## src/rtl/riscv_pkg.sv

```systemverilog
// Shared definitions for the execute-stage memory access path.
// Holds RISC-V load/store size encodings and the access FSM state type.
package riscv_pkg;

  localparam logic [2:0] MEM_B  = 3'b000;
  localparam logic [2:0] MEM_H  = 3'b001;
  localparam logic [2:0] MEM_W  = 3'b010;
  localparam logic [2:0] MEM_BU = 3'b100;
  localparam logic [2:0] MEM_HU = 3'b101;

  typedef enum logic [1:0] {
    IDLE = 2'd0,
    REQ  = 2'd1,
    DONE = 2'd2
  } mau_state_t;

endpackage

```

## src/rtl/mem_align.sv

```systemverilog
// Byte-lane helper: byte enables, store replication, legality/alignment
// from the launching fields; sign/zero extension of the returned word.
module mem_align
  import riscv_pkg::*;
(
  input  logic        rd_i,
  input  logic        wr_i,
  input  logic [2:0]  size_i,
  input  logic [1:0]  lane_i,
  input  logic [31:0] sdata_i,
  input  logic [2:0]  ld_size_i,
  input  logic [1:0]  ld_lane_i,
  input  logic [31:0] rdata_i,
  output logic [3:0]  be_o,
  output logic [31:0] wdata_o,
  output logic        legal_o,
  output logic        aligned_o,
  output logic [31:0] ldata_o
);

  logic ld_ok;
  logic st_ok;
  logic [7:0]  byte_sel;
  logic [15:0] half_sel;

  always_comb begin
    ld_ok     = 1'b0;
    st_ok     = 1'b0;
    aligned_o = 1'b0;
    be_o      = 4'b0000;
    wdata_o   = sdata_i;
    case (size_i)
      MEM_B, MEM_BU: begin
        ld_ok     = 1'b1;
        st_ok     = (size_i == MEM_B);
        aligned_o = 1'b1;
        be_o      = 4'b0001 << lane_i;
        wdata_o   = {4{sdata_i[7:0]}};
      end
      MEM_H, MEM_HU: begin
        ld_ok     = 1'b1;
        st_ok     = (size_i == MEM_H);
        aligned_o = ~lane_i[0];
        be_o      = 4'b0011 << {lane_i[1], 1'b0};
        wdata_o   = {2{sdata_i[15:0]}};
      end
      MEM_W: begin
        ld_ok     = 1'b1;
        st_ok     = 1'b1;
        aligned_o = (lane_i == 2'b00);
        be_o      = 4'b1111;
      end
      default: ;
    endcase
    legal_o = (rd_i & ~wr_i & ld_ok)
            | (wr_i & ~rd_i & st_ok);
  end

  always_comb begin
    byte_sel = rdata_i[8*ld_lane_i +: 8];
    half_sel = ld_lane_i[1] ? rdata_i[31:16]
                            : rdata_i[15:0];
    case (ld_size_i)
      MEM_B:   ldata_o = {{24{byte_sel[7]}}, byte_sel};
      MEM_BU:  ldata_o = {24'd0, byte_sel};
      MEM_H:   ldata_o = {{16{half_sel[15]}}, half_sel};
      MEM_HU:  ldata_o = {16'd0, half_sel};
      default: ldata_o = rdata_i;
    endcase
  end

endmodule

```

## src/rtl/mem_access_unit.sv

```systemverilog
// Execute-stage load/store engine: one req/ack transaction per access,
// stalls the pipeline via mem_busy, returns extended load data or errors.
module mem_access_unit
  import riscv_pkg::*;
#(
  parameter int TIMEOUT = 16,
  parameter int CNT_W   = 5
) (
  input  logic        clk,
  input  logic        reset,
  input  logic        mem_read_e,
  input  logic        mem_write_e,
  input  logic [2:0]  mem_size_e,
  input  logic [31:0] addr_e,
  input  logic [31:0] store_data_e,
  output logic        dmem_req,
  output logic        dmem_we,
  output logic [31:0] dmem_addr,
  output logic [3:0]  dmem_be,
  output logic [31:0] dmem_wdata,
  input  logic        dmem_ack,
  input  logic [31:0] dmem_rdata,
  output logic        mem_busy,
  output logic        load_valid,
  output logic [31:0] load_data,
  output logic        misaligned,
  output logic        bus_error
);

  localparam logic [CNT_W-1:0] CNT_LAST =
    CNT_W'(TIMEOUT - 1);

  mau_state_t       state_q;
  logic [CNT_W-1:0] cnt_q;
  logic [2:0]       size_q;
  logic [1:0]       lane_q;

  logic [3:0]  be_w;
  logic [31:0] wdata_w;
  logic [31:0] ldata_w;
  logic        legal;
  logic        aligned;
  logic        idle;
  logic        start;

  mem_align u_align (
    .rd_i      (mem_read_e),
    .wr_i      (mem_write_e),
    .size_i    (mem_size_e),
    .lane_i    (addr_e[1:0]),
    .sdata_i   (store_data_e),
    .ld_size_i (size_q),
    .ld_lane_i (lane_q),
    .rdata_i   (dmem_rdata),
    .be_o      (be_w),
    .wdata_o   (wdata_w),
    .legal_o   (legal),
    .aligned_o (aligned),
    .ldata_o   (ldata_w)
  );

  // legal already implies exactly one of read/write is set
  always_comb begin
    idle       = (state_q == IDLE);
    start      = idle & legal & aligned;
    misaligned = idle & (mem_read_e | mem_write_e)
               & ~(legal & aligned);
    mem_busy   = start | (state_q == REQ);
  end

  always_ff @(posedge clk or negedge reset) begin
    if (!reset) begin
      state_q    <= IDLE;
      cnt_q      <= '0;
      size_q     <= 3'b000;
      lane_q     <= 2'b00;
      dmem_req   <= 1'b0;
      dmem_we    <= 1'b0;
      dmem_addr  <= 32'd0;
      dmem_be    <= 4'b0000;
      dmem_wdata <= 32'd0;
      load_valid <= 1'b0;
      load_data  <= 32'd0;
      bus_error  <= 1'b0;
    end else begin
      load_valid <= 1'b0;
      bus_error  <= 1'b0;
      case (state_q)
        IDLE: begin
          if (start) begin
            state_q    <= REQ;
            cnt_q      <= '0;
            dmem_req   <= 1'b1;
            dmem_we    <= mem_write_e;
            dmem_addr  <= {addr_e[31:2], 2'b00};
            dmem_be    <= be_w;
            dmem_wdata <= wdata_w;
            size_q     <= mem_size_e;
            lane_q     <= addr_e[1:0];
          end
        end
        REQ: begin
          if (dmem_ack) begin
            state_q    <= DONE;
            dmem_req   <= 1'b0;
            load_valid <= ~dmem_we;
            if (!dmem_we) load_data <= ldata_w;
          end else if (TIMEOUT != 0 && cnt_q == CNT_LAST) begin
            state_q   <= DONE;
            dmem_req  <= 1'b0;
            bus_error <= 1'b1;
          end else begin
            cnt_q <= cnt_q + 1'b1;
          end
        end
        DONE:    state_q <= IDLE;
        default: state_q <= IDLE;
      endcase
    end
  end

endmodule

```

## config.mk

```make
export PLATFORM = sky130hd
export DESIGN_NAME = mem_access_unit
export DESIGN_NICKNAME = d
export VERILOG_FILES = /design/src/rtl/riscv_pkg.sv /design/src/rtl/mem_align.sv /design/src/rtl/mem_access_unit.sv
export SDC_FILE = /design/constraint.sdc
export NUM_CORES = 1
export LEC_CHECK = 0
export CAP_MARGIN = 40
export CORE_AREA = 4 4 122 124
export CTS_BUF_LIST = sky130_fd_sc_hd__clkbuf_8 sky130_fd_sc_hd__clkbuf_16
export DETAILED_ROUTE_END_ITERATION = 12
export DIE_AREA = 0 0 126 128
export HOLD_SLACK_MARGIN = 0.05
export MAX_ROUTING_LAYER = met4
export PLACE_DENSITY = 0.76
export SYNTH_ARGS = -nofsm -noshare
export SYNTH_HDL_FRONTEND = slang
export SYNTH_SLANG_ARGS = --single-unit
```

## constraint.sdc

```tcl
create_clock -name clk -period 1.6 [get_ports clk]
set_input_delay 0.24 -clock clk [delete_from_list [all_inputs] [get_ports clk]]
set_output_delay 0.24 -clock clk [all_outputs]
set_load 0.01 [all_outputs]
```

==> impl_metrics.toml, run 1 <==
[placement]
port_buffers = 207
gp_congestion = 0.9092
place_area_sq_mm = 0.008018
hpwl_mm = 12.09

[critical_path]
cp_top_family = "buffers and inverters"
critPathMaxStageDelay_ps = 390
cp_max_fo = 25
slowest_stage = "dfrtp_1"
cp.required_ps = 1900
path_buf_inv = 4
endpoint_kind = "register"
path_class = "reg2reg"
critPathLaunchType = "register"
arrival_ps = 2090
crit_chain = "nor2_2, buf_4, o21ai_2, buf_6, nor2_4, buf_12, clkbuf_16, mux2_2"

[route]
viasPerCell = 5.221
drc = 0
vias = 4882
ant_nets = 0
routedWlPerCell_microns = 18.93
dr.pass1.iters = 5
wl_mm = 17.70
dr.first_iter.drc_count = 335

[final_layout]
syn_to_final_growth_pct = 67.89
nFillCells = 1066
final_cell_area_sq_mm = 0.009087
layout-drive-gt1-share_pct = 26.39
layout.nets = 847

[grt]
grt_pass1_vias = 5062
grt-ovfl-total = 0
grt_pass1_wl_mm = 27.08
antenna_found_initial = 1
grt_use_total_pct = 21.93
grt_max_degree = 115

[die]
dieArea_sq_mm = 0.01613
die_y_microns = 128
die_x_microns = 126
initial_core_util_pct = 39.30
ioPinCount = 210
core_sq_mm = 0.01377
placementRows = 43

[logic_synthesis]
synthesis.instances = 490
synth_seq_cells = 114
netlist_area_sq_mm = 0.005413
synth_ff_type = "dfrtp_1"
synth_cell_type_count = 49
synthArstFlopShare_pct = 100.0
syn_area_per_cell_sq_um = 11.05
ys_warn_count = 0
synth_top_area_share_pct = 52.70
synth_area_leaders = "dfrtp_1 53%, mux2_2 11%, mux2i_1 4.8%, o21ai_0 4.3%, nand2_1 3.3%"
yosysSeqAreaShare_pct = 52.70
synth_top_area_cell = "dfrtp_1"
synth_edf_count = 0

[power]
ir_worst_vdd_v = 0.0007739
p_leak_uw = 0.004251
p_total_uw = 14190
power_density_mw_per_mm2 = 1562

[clock_tree]
numCtsBuffers = 17
clockBufferDepth = 2
cts-root-buf = "clkbuf_16"
clk_pin_slew_ps = 50
clkSinkCount = 114
h-tree-depth = 4
clock_latency_ps = 420
cts_tree = "yes"

[outcome]
violations = "negative setup slack"
outcome = "complete, but fails checks"

[sta]
worst_slack_ps = -190.4
clock_skew_ps = 15.30
clock.fmax_ghz = 0.5585
fin_crit_ps = 1790
setup_tns_ps = -8698
rsz0062_at_grt = "yes"
slew_headroom_pct = 57.87
final_max_slew_viol_count = 0
setup_viol = 67
hold_violations = 0
tightest_slew_ps = 632.0
finalCritPeriodShare_pct = 111.9

[job]
maxCapViolCount = 0

[worst_hold_path]
worst_hold_path_type = "in2reg"
cells in the final DEF, fill, tap and decap left out, types with 2 or more instances in the layout:
cell type        count
a211oi_1             2
a21oi_1             22
nor2_1               8
nand2b_1             8
conb_1               2
buf_8                2
mux2i_1             25
o221ai_2             7
nor2_2               3
inv_1               16
dlygate4sd2_1       13
buf_12               7
nand3_1             32
o21ai_0             37
dfrtp_1            113
clkinv_2             5
o21ai_2              9
a21oi_2              6
buf_4               41
o21ai_1             13
clkbuf_16           19
nand2_1             45
dlymetal6s2s_1      25
clkbuf_8             2
mux2_1               3
buf_6                7
mux2_2              54
nor2b_1              9
bufinv_16            5
mux2_4               5
nand2_2              2
nor3b_1              2
nor3_1               3
clkdlybuf4s50_1    166
synthesized netlist by cell type (3+ instances only):
master,count
mux2_2,54
nor2_1,11
o221ai_2,8
buf_4,4
clkbuf_1,17
nand3_1,32
nor3_1,4
o21ai_0,47
dfrtp_1,114
inv_1,14
mux2_4,5
mux2i_1,26
buf_1,4
nor2b_1,10
nand2b_1,8
o21ai_1,11
a21oi_1,28
nand2_1,47
buf_2,10
mux2_1,3
final cells by class:
cell class / count / area [sq um] / share of cell area (%)
clock inverters: 13 / 190.2 / 2.093
well taps: 180 / 225.2 / 2.478
repair buffers: 267 / 2770 / 30.48
multi-input cells: 327 / 2540 / 27.95
clock buffers: 19 / 452.9 / 4.984
inverters: 14 / 52.55 / 0.5783
diodes: 1 / 2.502 / 0.02754
flip-flops and latches: 114 / 2854 / 31.41
stage by stage:
| step | std cells | utilization, % | worst slack, ps | hold WS (ps) |
|---|---|---|---|---|
| 2_1_floorplan | 491 | - | -48.68 | -55.59 |
| 3_3_place_gp | 889 | 58.21 | -684.9 | 374.2 |
| 3_5_place_dp | 889 | 58.21 | -766.3 | 390.0 |
| 4_1_cts | 928 | 64.08 | -192.0 | 374.6 |
| 5_1_grt | 935 | 65.98 | -255.8 | 401.6 |
| 6_report | 935 | 65.98 | -190.4 | 372.4 |
final timing paths:
check,cells past startpoint,endpoint,slack [ps],from
min in group asynchronous,3,load_data[3]$_DFFE_PN0P_,450,reset
worst min-delay path,2,dmem_we$_DFFE_PN0P_,370,mem_write_e
worst max-delay path,8,dmem_addr[8]$_DFFE_PN0P_,-190,state_q[1]$_DFFE_PN0P_
worst max register to register,8,dmem_addr[8]$_DFFE_PN0P_,-190,state_q[1]$_DFFE_PN0P_
max in group asynchronous,3,lane_q[1]$_DFFE_PN0P_,630,reset
worst min register to register,2,load_data[0]$_DFFE_PN0P_,490,load_data[0]$_DFFE_PN0P_
worst register-to-register path, stage by stage, from the launching register on:
cell and delay [ps]:
dfrtp_1 390, nor2_2 140, buf_4 120, o21ai_2 50, buf_6 180, nor2_4 140
buf_12 140, clkbuf_16 160, mux2_2 340
repair_timing:
action,in CTS,in global routing
hold endpoints to repair,114,0
pin swaps,4,7
hold buffers,1,0
buffers inserted,5,3
gates resized for setup,43,55
setup endpoints to repair,87,123
cloned,2,4
power breakdown:
part	switching [uW]	leakage (uW)	internal [uW]
Sequential	695	0.00141	3980
Clock	1310	0.000325	2810
Combinational	2280	0.00252	3120
state kept, by name (all words and copies together), names as in the netlist, 2 cells and up:
signal,count
load_data,32
state_q,2
dmem_be,4
dmem_wdata,32
dmem_addr,30
cnt_q,5
lane_q,2
size_q,3
cell families (layout without fill, tap and decap cells):
| family | Yosys count | in the layout | share of synthesized area (%) |
|---|---|---|---|
| buffers and inverters | 50 | 313 | 4.115 |
| muxes | 89 | 89 | 18.47 |
| AOI/OAI and AO/OA | 108 | 108 | 12.51 |
| xor gates and xnor gates | 2 | 2 | 0.3237 |
| DFF | 114 | 114 | 52.70 |
| adders and majority gates | 2 | 2 | 0.4622 |
| and+or+nand+nor | 124 | 124 | 11.35 |
| other | 1 | 3 | 0.06928 |
routing by layer:
| layer | GRT usage [%] | up-vias | share of wire, % |
|---|---|---|---|
| li1 | - | 2244 | - |
| met1 | 27.07 | 2397 | 41 |
| met2 | 35.52 | 221 | 51 |
| met3 | 6.167 | 20 | 7.0 |
| met4 | 6.246 | 0 | 1.6 |
| met5 | - | - | 0 |
Power figures use the tool's default switching activity.
==> run 2: changes to the inputs <==
--- a/config.mk
+++ b/config.mk
@@ -5,6 +5,7 @@
 export SDC_FILE = /design/constraint.sdc
 export NUM_CORES = 1
 export LEC_CHECK = 0
+export ABC_AREA = 0
 export CAP_MARGIN = 40
 export CORE_AREA = 4 4 122 124
 export CTS_BUF_LIST = sky130_fd_sc_hd__clkbuf_8 sky130_fd_sc_hd__clkbuf_16
@@ -12,7 +13,7 @@
 export DIE_AREA = 0 0 126 128
 export HOLD_SLACK_MARGIN = 0.05
 export MAX_ROUTING_LAYER = met4
-export PLACE_DENSITY = 0.76
+export PLACE_DENSITY = 0.73
 export SYNTH_ARGS = -nofsm -noshare
 export SYNTH_HDL_FRONTEND = slang
 export SYNTH_SLANG_ARGS = --single-unit
==> constraint.sdc (replaced) <==
create_clock -name clk -period 2 [get_ports clk]
set_input_delay 0.3 -clock clk [delete_from_list [all_inputs] [get_ports clk]]
set_output_delay 0.3 -clock clk [all_outputs]
set_load 0.01 [all_outputs]
==> run 2 against run 1 <==
The flow now finishes without violations. Sequential power is 19% lower. First-iteration DRC count is 18% lower. Worst setup slack better by 270 ps. Via count is 3.8% lower. Clock power is 31% lower. Final cell count is 2.9% lower.
==> impl_metrics.toml, run 2 (synthesis gave the netlist of run 1 again) <==
[clock_tree]
clk_pin_slew_ps = 50
clkSinkCount = 114
numCtsBuffers = 17
clock_latency_ps = 400
cts_tree = "yes"
clockBufferDepth = 2
h-tree-depth = 4
cts-root-buf = "clkbuf_16"

[route]
vias = 4697
routedWlPerCell_microns = 18.39
drc = 0
ant_nets = 0
wl_mm = 16.70
dr.first_iter.drc_count = 276
dr.pass1.iters = 4
viasPerCell = 5.173

[grt]
grt_pass1_wl_mm = 26.52
grt_pass1_vias = 5091
grt_max_degree = 37
grt-ovfl-total = 0
antenna_found_initial = 1
grt_use_total_pct = 21.51

[power]
p_clk_share_pct = 26.5
pwr-share-seq_pct = 35.2
p_leak_uw = 0.003696
p_total_uw = 10670
swShare_pct = 30.55
ir_worst_vdd_v = 0.0006905
intPower_uw = 7408
combPwrFrac_pct = 38.3
p_sw_uw = 3259
power_density_mw_per_mm2 = 1263

[final_layout]
multi_input_area_sq_mm = 0.002366
layout.nets = 821
layout-drive-gt1-share_pct = 19.39
layout_common_cells = "198 x clkdlybuf4s50_1, 113 x dfrtp_1, 54 x mux2_2"
syn_to_final_growth_pct = 56.01
regArea_sq_mm = 0.002854
nFillCells = 1159
reg_top3 = "dmem_wdata x32, load_data x32, dmem_addr x30"
mostFrequentLayoutCell = "clkdlybuf4s50_1"

[die]
die_y_microns = 128
die_x_microns = 126
dieArea_sq_mm = 0.01613
initial_core_util_pct = 39.30
ioPinCount = 210
placementRows = 43
core_sq_mm = 0.01377

[sta]
whs_ps = 363.8
clock_skew_ps = 6.705
setup_viol = 0
clock.fmax_ghz = 0.5202
finalCritPeriodShare_pct = 96.11
setup_tns_ps = 0
hold_violations = 0
rsz0062_at_grt = "yes"
fin_crit_ps = 1922
slew_headroom_pct = 58.89
tightest_slew_ps = 616.6
final_max_slew_viol_count = 0

[critical_path]
critPathMaxStageDelay_ps = 440
endpoint_kind = "output port"
path_class = "reg2out"
slowest_stage = "dfrtp_2"
critPathLaunchType = "register"
crit_chain = "nor2_4, o21ai_2, or2_2, nand2_1, clkdlybuf4s15_1"
cp_max_fo = 4
cp.required_ps = 1700
arrival_ps = 1620

[outcome]
outcome = "finished clean"

[job]
maxCapViolCount = 0

[worst_hold_path]
worst_hold_path_type = "in2reg"

[placement]
gp_congestion = 0.8930
port_buffers = 207
hpwl_mm = 12.11
-- run 2: changes by cell type in the layout (fill, tap and decap cells not counted), sizes merged --
cell / previous run / this run
clkdlybuf4s50: 166 / 198
buf: 59 / 34
dlymetal6s2s: 25 / 1
dlygate4sd2: 13 / 6
bufinv: 5 / 1
inv: 16 / 18
bufbuf: 1 / 0
clkbuf: 21 / 22
clkdlybuf4s15: 0 / 1
clkinv: 5 / 4
clkinvlp: 1 / 0
-- run 2: metrics by stage --
stage / utilization, % / instances / area (sq um) / setup slack [ps]
floorplan: - / 491 / 5416 / 176.8
global placement: 57.06 / 875 / 7859 / -435.6
detailed placement: 57.06 / 875 / 7859 / -435.4
CTS: 61.15 / 907 / 8422 / 1.950
global route: 61.31 / 908 / 8444 / -36.39
finish: 61.31 / 908 / 8444 / 77.71
-- run 2: power by group through the flow --
| stage | logic [uW] | clock network, uW | registers [uW] |
|---|---|---|---|
| after floorplan | 1360 | 0 | 4030 |
| after CTS | 4140 | 2890 | 3760 |
| after global routing | 4410 | 3010 | 3880 |
| after global placement | 4040 | 0 | 3740 |
| after detailed placement | 4110 | 0 | 3780 |
| final | 4080 | 2830 | 3760 |
-- run 2: layout make-up --
class	instances	area share (%)
multi-input combinational	327	28.02
antenna	1	0.02963
clock buffer	22	5.853
clock inverter	9	0.7705
timing repair buffer	241	28.24
tap	180	2.667
sequential	114	33.80
inverter	14	0.6223
-- run 2: routing by layer --
layer	GRT usage [%]	vias up	share of wire [%]
met5	-	-	0
met4	7.003	0	1.9
met3	6.750	18	7.5
met1	26.21	2309	41
met2	34.30	190	49
li1	-	2180	-
-- run 2: final timing paths --
check | from | slack (ps) | to | cells after the start
max in group asynchronous | reset | 950 | dmem_addr[20]$_DFFE_PN0P_ | 3
worst min register to register | dmem_addr[26]$_DFFE_PN0P_ | 480 | dmem_addr[26]$_DFFE_PN0P_ | 1
min in group asynchronous | reset | 420 | load_data[19]$_DFFE_PN0P_ | 2
worst max register to register | cnt_q[0]$_DFFE_PN0P_ | 100 | cnt_q[0]$_DFFE_PN0P_ | 6
worst max-delay path | state_q[1]$_DFFE_PN0P_ | 80 | mem_busy | 5
worst min-delay path | mem_write_e | 360 | dmem_we$_DFFE_PN0P_ | 2
-- run 2: what timing repair did --
item / 4_1_cts / 5_1_grt
endpoints found under the setup margin: 2 / 3
cloned: 0 / 0
pin swaps: 2 / 0
endpoints found under the hold margin: 32 / 0
hold buffers: 1 / 0
setup buffers: 0 / 0
resized for setup: 8 / 6
-- run 2: worst max-delay path, delay by kind of cell, from the launching register on --
family	cells	cell delay (ps)
AND/OR/NAND/NOR	3	480
flip-flops	1	440
buffers and inverters	1	230
AO/OA/AOI/OAI	1	60
